`src/rtl/type1_table_writer_if.sv`:
```
// Host request/response and rule-table RAM port bundle for type1_table_writer.
// The writer block connects through the slave modport; the host/RAM side uses master.
interface type1_table_writer_if #(
  parameter int ADDR_W  = 11,
  parameter int FIELD_W = 12,
  parameter int ERR_W   = 8
);
  // Host requests
  logic                   wr_req;
  logic [ADDR_W-1:0]      wr_addr;
  logic [FIELD_W-1:0]     wr_depth;
  logic [FIELD_W-1:0]     wr_offset;
  logic                   rd_req;
  logic [ADDR_W-1:0]      rd_addr;
  logic                   clear_req;
  // Host responses
  logic                   req_ready;
  logic                   wr_done;
  logic                   wr_err;
  logic                   rd_valid;
  logic [2*FIELD_W-1:0]   rd_data;
  logic                   clear_done;
  logic                   busy;
  logic [ERR_W-1:0]       err_count;
  // Rule-table RAM port
  logic [ADDR_W-1:0]      ram_addr;
  logic [2*FIELD_W-1:0]   ram_din;
  logic                   ram_we;
  logic [2*FIELD_W-1:0]   ram_dout;

  modport slave (
    input  wr_req, wr_addr, wr_depth, wr_offset, rd_req, rd_addr, clear_req,
    input  ram_dout,
    output req_ready, wr_done, wr_err, rd_valid, rd_data, clear_done, busy,
    output err_count, ram_addr, ram_din, ram_we
  );

  modport master (
    output wr_req, wr_addr, wr_depth, wr_offset, rd_req, rd_addr, clear_req,
    output ram_dout,
    input  req_ready, wr_done, wr_err, rd_valid, rd_data, clear_done, busy,
    input  err_count, ram_addr, ram_din, ram_we
  );
endinterface

```
`src/rtl/type1_table_writer.sv`:
```
// Rule-table writer: single-entry writes with depth/offset validation,
// read-back through a 1-cycle registered RAM, and a full-table clear sweep.
// All RAM/pulse outputs decode from the FSM state, so an asynchronous reset
// drops them immediately.
module type1_table_writer #(
  parameter int ADDR_W  = 11,
  parameter int FIELD_W = 12,
  parameter int ERR_W   = 8
) (
  input  logic                 clk,
  input  logic                 reset,
  type1_table_writer_if.slave  bus
);

  typedef enum logic [2:0] {
    S_IDLE,
    S_WRITE,
    S_READ,
    S_READ_WAIT,
    S_CLEAR
  } state_t;

  localparam logic [ADDR_W-1:0] ADDR_LAST = '1;

  state_t               state_q, state_d;
  logic [ADDR_W-1:0]    clr_q, clr_d;
  logic [ERR_W-1:0]     err_q, err_d;
  logic [2*FIELD_W-1:0] rdh_q, rdh_d;

  logic [ADDR_W-1:0]    addr_q;
  logic [FIELD_W-1:0]   depth_q;
  logic [FIELD_W-1:0]   offset_q;

  logic                 cap_en;
  logic                 entry_ok;
  logic                 ram_we;
  logic [ADDR_W-1:0]    ram_addr;
  logic [2*FIELD_W-1:0] ram_din;
  logic                 wr_done;
  logic                 wr_err;
  logic                 rd_valid;
  logic                 clear_done;
  logic                 ready;

  // Saturating increment for the rejected-write counter.
  function automatic logic [ERR_W-1:0] sat_inc(input logic [ERR_W-1:0] v);
    logic [ERR_W-1:0] r;
    if (v == '1) r = v;
    else         r = v + 1'b1;
    return r;
  endfunction

  // Offsets equal to the depth are legal; both fields are plain unsigned.
  assign entry_ok = (offset_q <= depth_q);

  // Control state: FSM, clear sweep counter, error counter, read-back hold.
  always_ff @(posedge clk or posedge reset) begin
    if (reset) begin
      state_q <= S_IDLE;
      clr_q   <= '0;
      err_q   <= '0;
      rdh_q   <= '0;
    end else begin
      state_q <= state_d;
      clr_q   <= clr_d;
      err_q   <= err_d;
      rdh_q   <= rdh_d;
    end
  end

  // Request fields are captured on every IDLE cycle; only the accepted one is used.
  always_ff @(posedge clk) begin
    if (cap_en) begin
      addr_q   <= bus.wr_req ? bus.wr_addr : bus.rd_addr;
      depth_q  <= bus.wr_depth;
      offset_q <= bus.wr_offset;
    end
  end

  // Next-state, RAM port and pulse decode; clear has priority over write over read.
  always_comb begin
    state_d    = state_q;
    clr_d      = clr_q;
    err_d      = err_q;
    rdh_d      = rdh_q;
    cap_en     = 1'b0;
    ram_we     = 1'b0;
    ram_addr   = '0;
    ram_din    = '0;
    wr_done    = 1'b0;
    wr_err     = 1'b0;
    rd_valid   = 1'b0;
    clear_done = 1'b0;
    case (state_q)
      S_IDLE: begin
        cap_en = 1'b1;
        if (bus.clear_req) begin
          state_d = S_CLEAR;
          clr_d   = '0;
        end else if (bus.wr_req) begin
          state_d = S_WRITE;
        end else if (bus.rd_req) begin
          state_d = S_READ;
        end
      end
      S_WRITE: begin
        ram_addr = addr_q;
        if (entry_ok) begin
          ram_we  = 1'b1;
          ram_din = {depth_q, offset_q};
          wr_done = 1'b1;
        end else begin
          wr_err = 1'b1;
          err_d  = sat_inc(err_q);
        end
        state_d = S_IDLE;
      end
      S_READ: begin
        ram_addr = addr_q;
        state_d  = S_READ_WAIT;
      end
      S_READ_WAIT: begin
        ram_addr = addr_q;
        rd_valid = 1'b1;
        rdh_d    = bus.ram_dout;
        state_d  = S_IDLE;
      end
      S_CLEAR: begin
        ram_we   = 1'b1;
        ram_addr = clr_q;
        // The sweep ends on the all-ones address; the counter never wraps.
        if (clr_q == ADDR_LAST) begin
          clear_done = 1'b1;
          state_d    = S_IDLE;
        end else begin
          clr_d = clr_q + 1'b1;
        end
      end
      default: begin
        state_d = S_IDLE;
      end
    endcase
  end

  // Not ready while reset is held even though the state already reads IDLE.
  assign ready          = (state_q == S_IDLE) && !reset;
  assign bus.req_ready  = ready;
  assign bus.busy       = !ready;
  assign bus.wr_done    = wr_done;
  assign bus.wr_err     = wr_err;
  assign bus.rd_valid   = rd_valid;
  assign bus.rd_data    = rd_valid ? bus.ram_dout : rdh_q;
  assign bus.clear_done = clear_done;
  assign bus.err_count  = err_q;
  assign bus.ram_addr   = ram_addr;
  assign bus.ram_din    = ram_din;
  assign bus.ram_we     = ram_we;

endmodule

```
`src/flat_wrapper.sv`:
```
// flat-port wrapper written by rule: the top's interface ports become plain ports
module type1_table_writer_flat 
#(
  parameter int ADDR_W  = 11,
  parameter int FIELD_W = 12,
  parameter int ERR_W   = 8
)
  (clk, reset, bus_wr_req, bus_wr_addr, bus_wr_depth, bus_wr_offset, bus_rd_req, bus_rd_addr, bus_clear_req, bus_ram_dout, bus_req_ready, bus_wr_done, bus_wr_err, bus_rd_valid, bus_rd_data, bus_clear_done, bus_busy, bus_err_count, bus_ram_addr, bus_ram_din, bus_ram_we);
  type1_table_writer_if #(.ADDR_W(ADDR_W), .FIELD_W(FIELD_W), .ERR_W(ERR_W)) bus_i ();
  input  logic clk;
  input  logic reset;
  input wire logic [$bits(bus_i.wr_req)-1:0] bus_wr_req;
  input wire logic [$bits(bus_i.wr_addr)-1:0] bus_wr_addr;
  input wire logic [$bits(bus_i.wr_depth)-1:0] bus_wr_depth;
  input wire logic [$bits(bus_i.wr_offset)-1:0] bus_wr_offset;
  input wire logic [$bits(bus_i.rd_req)-1:0] bus_rd_req;
  input wire logic [$bits(bus_i.rd_addr)-1:0] bus_rd_addr;
  input wire logic [$bits(bus_i.clear_req)-1:0] bus_clear_req;
  input wire logic [$bits(bus_i.ram_dout)-1:0] bus_ram_dout;
  output wire logic [$bits(bus_i.req_ready)-1:0] bus_req_ready;
  output wire logic [$bits(bus_i.wr_done)-1:0] bus_wr_done;
  output wire logic [$bits(bus_i.wr_err)-1:0] bus_wr_err;
  output wire logic [$bits(bus_i.rd_valid)-1:0] bus_rd_valid;
  output wire logic [$bits(bus_i.rd_data)-1:0] bus_rd_data;
  output wire logic [$bits(bus_i.clear_done)-1:0] bus_clear_done;
  output wire logic [$bits(bus_i.busy)-1:0] bus_busy;
  output wire logic [$bits(bus_i.err_count)-1:0] bus_err_count;
  output wire logic [$bits(bus_i.ram_addr)-1:0] bus_ram_addr;
  output wire logic [$bits(bus_i.ram_din)-1:0] bus_ram_din;
  output wire logic [$bits(bus_i.ram_we)-1:0] bus_ram_we;
  assign bus_i.wr_req = bus_wr_req;
  assign bus_i.wr_addr = bus_wr_addr;
  assign bus_i.wr_depth = bus_wr_depth;
  assign bus_i.wr_offset = bus_wr_offset;
  assign bus_i.rd_req = bus_rd_req;
  assign bus_i.rd_addr = bus_rd_addr;
  assign bus_i.clear_req = bus_clear_req;
  assign bus_i.ram_dout = bus_ram_dout;
  assign bus_req_ready = bus_i.req_ready;
  assign bus_wr_done = bus_i.wr_done;
  assign bus_wr_err = bus_i.wr_err;
  assign bus_rd_valid = bus_i.rd_valid;
  assign bus_rd_data = bus_i.rd_data;
  assign bus_clear_done = bus_i.clear_done;
  assign bus_busy = bus_i.busy;
  assign bus_err_count = bus_i.err_count;
  assign bus_ram_addr = bus_i.ram_addr;
  assign bus_ram_din = bus_i.ram_din;
  assign bus_ram_we = bus_i.ram_we;
  type1_table_writer #(.ADDR_W(ADDR_W), .FIELD_W(FIELD_W), .ERR_W(ERR_W)) u_core (.clk(clk), .reset(reset), .bus(bus_i));
endmodule
```
`config.mk`:
```
export PLATFORM = sky130hd
export DESIGN_NAME = type1_table_writer_flat
export DESIGN_NICKNAME = d
export VERILOG_FILES = /design/src/rtl/type1_table_writer_if.sv /design/src/rtl/type1_table_writer.sv /design/src/flat_wrapper.sv
export SDC_FILE = /design/constraint.sdc
export NUM_CORES = 1
export LEC_CHECK = 0
export ABC_AREA = 1
export BUFFER_PORTS_ARGS = -buffer_cell sky130_fd_sc_hd__buf_2
export CAP_MARGIN = 20
export CORE_UTILIZATION = 46
export CTS_CLUSTER_SIZE = 25
export DETAILED_ROUTE_END_ITERATION = 7
export PLACE_DENSITY = 0.75
export SYNTH_ARGS = -nofsm -noshare
export SYNTH_HDL_FRONTEND = slang
export SYNTH_SLANG_ARGS = --single-unit
```
`constraint.sdc`:
```
create_clock -name clk -period 2.7 [get_ports clk]
set_input_delay 0.135 -clock clk [delete_from_list [all_inputs] [get_ports clk]]
set_output_delay 0.135 -clock clk [all_outputs]
set_load 0.05 [all_outputs]
```
==> summary.md, run 1 <==
| Metric | Value |
|---|---|
| Die Y | 95.6 um |
| Clock transition at the registers of the reported paths | 80 ps |
| GRT overflow | 0 |
| Reg2Reg Launch Point | u_core.offset_q[11] |
| Fmax | 410 MHz |
| Final net count | 720 |
| Fin Setup TNS | 0 ps |
| Post-route DRC | 0 |
| Die area | 9130 sq um |
| P per Cell Area | 998 nW/um^2 |
| Global-route wire length before repair | 14300 um |
| Tcrit/Tclk final | 0.903 |
| HPWL after detailed placement | 6550 um |
| Tmin final | 2440 ps |
| Hold Crit Class | in -> reg |
| Post CTS Setup Buffer Count | 0 |
| Register area | 2200 sq um |
| DR WL/cell | 12.3 um |
| Root buf cell | clkbuf_8 |
| H-Tree Depth | 3 |
| Final instance area | 5320 sq um |
| Vias per cell | 4.71 |
| Reg2reg end | u_core.bus.err_count[1] |
| Vias in the first global route | 3333 |
| Via Count | 3490 |
| Cell variety after synth | 33 |
| Starting density of the core | 0.483 |
| Antenna Violating Nets Remaining | 0 |
| Hold path depth | 3 |
| CP Max Fanout | 26 |
| Num CTS Buffers | 9 |
| Drt first-iter violations | 91 |
| RSZ-0062 raised after global routing | false |
| Commonest non-fill, non-tap cell in the layout | nand2_1 |
| Longest Clk Path Bufs | 2 |
| All-Layer GR Usage | 0.202 |
| Core area | 8340 sq um |
| Synthesized area per cell | 8.87 sq um |
| Syn Std Cell Area | 4030 sq um |
| DRT Pass-1 Iters | 4 |
| Placer Congestion | 0.821 |
| Synth Register Bits | 81 |
| Number of core rows | 33 |
| Ant diodes | 0 |
| Fillers | 729 |
| Share of cells above drive strength 1 | 0.310 |
| Clock Sinks | 81 |
| Area Overhead vs Synth | 32.0% |
| IO Pins | 149 |
| Initial antenna violation count | 0 |
| HP Start | bus_ram_dout[16] |
| Total power draw | 5.30 mW |
| Final hold vios | 0 |
| Worst hold slack | 13.1 ps |
| CTS tree | done |
| Syn Inst Count | 454 |
| Hold path endpoint | u_core.rdh_q[16] |
| Wirelength, routed | 9090 um |
| Max_slew headroom | 0.614 |
| Die X | 95.6 um |
| Register area share after synthesis | 0.547 |
| Clock Skew | 11.7 ps |
| Crit path kind | reg -> out |
| Peak supply drop | 632 uV |
| Worst Path Required | 2570 ps |
| Clk Latency, worst-skew pair | 340 ps |
| Area of placed instances | 4850 sq um |
| Flop2flop setup slack | 890 ps |
| Area occupied by multi-input gates | 1490 sq um |
| Largest net degree at the start of global routing | 47 |
| Max-Cap Viols | 0 |
| Synthesized net count | 543 |
| CP endpoint kind | primary output |
| Slew Viols, Final | 0 |
| Worst slew pin tran | 579 ps |
| CP arrival | 2300 ps |
| Run status | finished, final reports clean |
| Port buffer count | 148 |
| Setup violators final | 0 |
| CP startpoint kind | register |
| Leakage power | 2.84 nW |
| Most frequent cells in the layout | nand2_1 (158), buf_2 (149), inv_1 (64), dfrtp_1 (46), nor2_1 (39) |
| Syn. warnings | 0 |
| Worst r2r path cells | 10 |
## critical path, cell delays in order (launching register included)
cell and delay (ps):
edfxtp_1 400, ha_1 320, nand2_1 110, inv_2 40
nand2_2 70, inv_1 40, nand2_1 80, nand3_2 120
nand2_1 120, nand2_4 170, nor2_1 190, buf_2 290
## per-stage QoR
| stage | worst slack [ps] | cells | utilization |
|---|---|---|---|
| after floorplan | 298 | 454 | - |
| after global placement | 554 | 699 | 0.582 |
| after detailed placement | 512 | 699 | 0.582 |
| after CTS | 133 | 740 | 0.636 |
| after global routing | 35.7 | 741 | 0.637 |
| final | 263 | 741 | 0.637 |
## final cells by class
cell class / count / share of cell area
repair buffers: 177 / 0.192
clock buffers: 11 / 0.0287
multi-input cells: 290 / 0.280
flip-flops and latches: 81 / 0.414
well taps: 105 / 0.0247
clock inverters: 5 / 0.00965
inverters: 72 / 0.0508
## sequential cells by signal (all words and copies together) (netlist names)
signal,cells
u_core.addr_q,11
u_core.bus.err_count,8
u_core.clr_q,11
u_core.depth_q,12
u_core.offset_q,12
u_core.rdh_q,24
u_core.state_q,3
## power by group
group          leakage, nW  total [mW]  switching (mW)  internal, mW
sequential           0.871        1.94           0.192          1.74
combinational         1.86        2.46            1.86         0.600
clock                0.109       0.910           0.430         0.480
total                 2.84        5.30            2.48          2.82
## timing repair
action / in CTS / in global routing
resized for setup: 0 / 1
endpoints found under the hold margin: 70 / 0
setup endpoints to repair: 0 / 24
hold buffers: 25 / 0
## cells in the mapped netlist, drive strengths merged
library cell,n,area share
o31ai,1,0.0019
inv,72,0.067
or2,1,0.0016
clkbuf,2,0.0019
nor2,43,0.046
o21ai,11,0.014
a31oi,1,0.0016
dfrtp,46,0.29
nand4,8,0.016
nand2,164,0.16
a21oi,11,0.016
o22ai,12,0.020
nor3,3,0.011
nand3,14,0.022
xor2,3,0.0065
xnor2,3,0.0065
a21o,1,0.0019
ha,14,0.044
buf,9,0.017
edfxtp,35,0.26
## how the worst max path moves through the flow
| stage | slack, ps | depth (start not counted) | start | to |
|---|---|---|---|---|
| 2_1_floorplan | 300 | 3 | reset | bus_req_ready |
| 4_1_cts | 130 | 9 | u_core.offset_q[7] | bus_ram_din[21] |
| 6_report | 260 | 11 | u_core.offset_q[11] | bus_ram_din[23] |
| 3_5_place_dp | 510 | 9 | u_core.offset_q[7] | bus_ram_din[21] |
| 3_3_place_gp | 550 | 11 | u_core.offset_q[11] | bus_ram_din[21] |
| 5_1_grt | 40 | 9 | u_core.offset_q[9] | bus_ram_din[23] |
## metal layers
layer,up-vias,part of all wire,track usage
met5,-,0,0
met4,0,0.011,0.0684
met3,7,0.050,0.0375
met2,109,0.51,0.365
met1,1590,0.43,0.240
li1,1784,-,-
## cell families (layout without fill, tap and decap cells)
kind of cell    count (synthesis)  after routing  synth area share
compound gates                 37             37            0.0547
xor+xnor                        6              6            0.0131
fa+ha+maj                      14             14            0.0435
buf+inv                        83            265            0.0858
flops                          81             81             0.547
simple gates                  233            233             0.256
Note: power is estimated with default switching activity, not from simulation.
==> run 2: changes to the inputs <==
PLACE_DENSITY = 0.79   (was 0.75)
==> run 2 against run 1 <==
Against the previous run: count of clock-buffer cells in the layout grew 1; worst hold slack better by 0.95 ps; cell count is 0.40% higher; via count rose by 0.63%; wire length increased by 0.45%; flip-flop and latch count unchanged; maximum frequency down 1.1%; clock skew decreased by 2.2 ps; first-iteration DRC count fell by 4.4%; worst setup slack lost 27 ps; critical path depth unchanged; utilization is 0.51 points higher.
==> summary.md, run 2 (synthesis results as in run 1) <==
| Metric | Value |
|---|---|
| Port buffer count | 148 (unchanged) |
| Met2 Use GR | 0.376 (+0.0101) |
| P per Cell Area | 990 nW/um^2 (-0.74%) |
| Fmax | 406 MHz (-1.1%) |
| Worst hold slack | 14.0 ps (+0.951 ps) |
| Fin cells | 744 (+0.40%) |
| Ant diodes | 0 (unchanged) |
| CP endpoint kind | primary output |
| Post CTS Setup Buffer Count | 0 (unchanged) |
| Hold path depth | 3 (unchanged) |
| Antenna Violating Nets Remaining | 0 (unchanged) |
| GRT overflow | 0 (unchanged) |
| Run status | finished, final reports clean |
| Reg2Reg Launch Point | u_core.offset_q[11] |
| Pre-CTS setup slack | 504 ps (-7.38 ps) |
| Number of core rows | 33 (unchanged) |
| Clock transition at the registers of the reported paths | 80 ps (about the same) |
| Max reg flops | 24 (unchanged) |
| Final WS setup | 236 ps (-27.0 ps) |
| Setup violators final | 0 (unchanged) |
| DRT Pass-1 Iters | 4 (unchanged) |
| Clk Latency, worst-skew pair | 340 ps (about the same) |
| Placer Congestion | 0.823 (+0.17%) |
| Wirelength, routed | 9130 um (+0.45%) |
| Tcrit/Tclk final | 0.913 (+0.0100) |
| Flop2flop setup slack | 850 ps (-40 ps) |
| Commonest non-fill, non-tap cell in the layout | nand2_1 |
| Worst slew pin tran | 584 ps (+4.72 ps) |
| Slew Viols, Final | 0 (unchanged) |
| Reg2reg end | u_core.bus.err_count[3] |
| Met1 usage | 0.235 (-0.00523) |
| Worst Path Required | 2570 ps (about the same) |
| Fin Setup TNS | 0 ps (unchanged) |
| HP Start | bus_ram_dout[14] |
| GR peak layer | met2 |
| Die area | 9130 sq um (unchanged) |
| Area Overhead vs Synth | 33.1% |
| Num CTS Buffers | 9 (unchanged) |
| Initial antenna violation count | 0 (unchanged) |
| CP Max Fanout | 26 (unchanged) |
| CTS tree | done |
| Cell count after placement | 699 (unchanged) |
| Starting density of the core | 0.483 (unchanged) |
| Area of placed instances | 4860 sq um (+0.26%) |
| CP arrival | 2330 ps (+30 ps) |
| Final hold vios | 0 (unchanged) |
| H-Tree Depth | 3 (unchanged) |
| HPWL after detailed placement | 6490 um (-0.94%) |
| Hold Crit Class | in -> reg |
| Die Y | 95.6 um (unchanged) |
| Peak supply drop | 540 uV (-15%) |
| RSZ-0062 raised after global routing | false |
| Global-route wire length before repair | 14400 um (+0.77%) |
| Total power draw | 5.31 mW (about the same) |
| Vias per cell | 4.72 (+0.22%) |
| Final net count | 723 (+0.42%) |
| DR WL/cell | 12.3 um (about the same) |
| Largest Register | u_core.rdh_q |
| Share of cells above drive strength 1 | 0.308 (-0.00145) |
| GR met3 Demand/Resource | 0.0295 (-0.00797) |
| Core area | 8340 sq um (unchanged) |
| Root buf cell | clkbuf_8 |
| Drt first-iter violations | 87 (-4.4%) |
| Biggest regs | u_core.rdh_q (24), u_core.depth_q (12), u_core.offset_q (12) |
| Final instance area | 5360 sq um (+0.80%) |
| Leakage power | 2.86 nW (+0.57%) |
| Longest Clk Path Bufs | 2 (unchanged) |
| Most frequent cells in the layout | nand2_1 (158), buf_2 (148), inv_1 (64), dfrtp_1 (46), nor2_1 (39) |
| Post-route DRC | 0 (unchanged) |
| Crit path kind | reg -> out |
| Post-Route Utilization | 0.642 (+0.00510) |
| Largest net degree at the start of global routing | 47 (unchanged) |
| Clock Skew | 9.51 ps (-2.21 ps) |
| Via Count | 3512 (+0.63%) |
| Vias in the first global route | 3374 (+1.2%) |
| Clock Sinks | 81 (unchanged) |
| Tmin final | 2460 ps (+27.0 ps) |
| Worst r2r path cells | 10 (unchanged) |
| Hold path endpoint | u_core.rdh_q[14] |
| CP startpoint kind | register |
| Die X | 95.6 um (unchanged) |
| Max_slew headroom | 0.611 (-0.00315) |
| IO Pins | 149 (unchanged) |
| All-Layer GR Usage | 0.203 (+0.000544) |
| Max-Cap Viols | 0 (unchanged) |
==> run 2: repair_timing <==
action                                 CTS  global route
setup endpoints to repair                0            23
endpoints found under the hold margin   73             0
hold buffers                            28             0
resized for setup                        0             1
==> run 2: area by class of cell <==
| class | instances | area [sq um] |
|---|---|---|
| multi-input combinational | 290 | 1490 |
| sequential | 81 | 2200 |
| timing repair buffer | 180 | 1060 |
| clock inverter | 4 | 23.8 |
| tap | 105 | 131 |
| inverter | 72 | 270 |
| clock buffer | 12 | 178 |
| fill | 678 | 2980 |
==> run 2: per-layer routing <==
layer	part of all wire	routed length, um	up-vias
li1	-	-	1787
met1	0.43	3910	1595
met2	0.51	4630	117
met3	0.049	452	13
met4	0.016	143	0
met5	0	0	-
==> run 2: worst max-delay path: stages (launching register included) <==
cell and delay (ps):
edfxtp_1 410, ha_1 330, nand2_1 100, inv_2 40
nand2_2 80, nor2_4 50, nand2_1 80, nand3_2 110
nand2_1 130, nand2_4 170, nor2_1 180, buf_2 300
==> run 2: power breakdown <==
part | internal [mW] | leakage (nW) | switching (mW) | total (mW)
Clock | 0.444 | 0.106 | 0.444 | 0.889
Combinational | 0.627 | 1.88 | 1.86 | 2.49
Sequential | 1.74 | 0.871 | 0.187 | 1.93
==> run 2: how the worst max path moves through the flow <==
stage                        start         endpoint  slack, ps  depth (start not counted)
3_3_place_gp    u_core.offset_q[9]  bus_ram_din[21]        590                          9
3_5_place_dp    u_core.offset_q[9]  bus_ram_din[21]        500                         11
5_1_grt        u_core.offset_q[11]  bus_ram_din[21]         60                         11
4_1_cts         u_core.offset_q[1]  bus_ram_din[21]        120                         11
6_report       u_core.offset_q[11]  bus_ram_din[20]        240                         11
2_1_floorplan                reset    bus_req_ready        300                          3
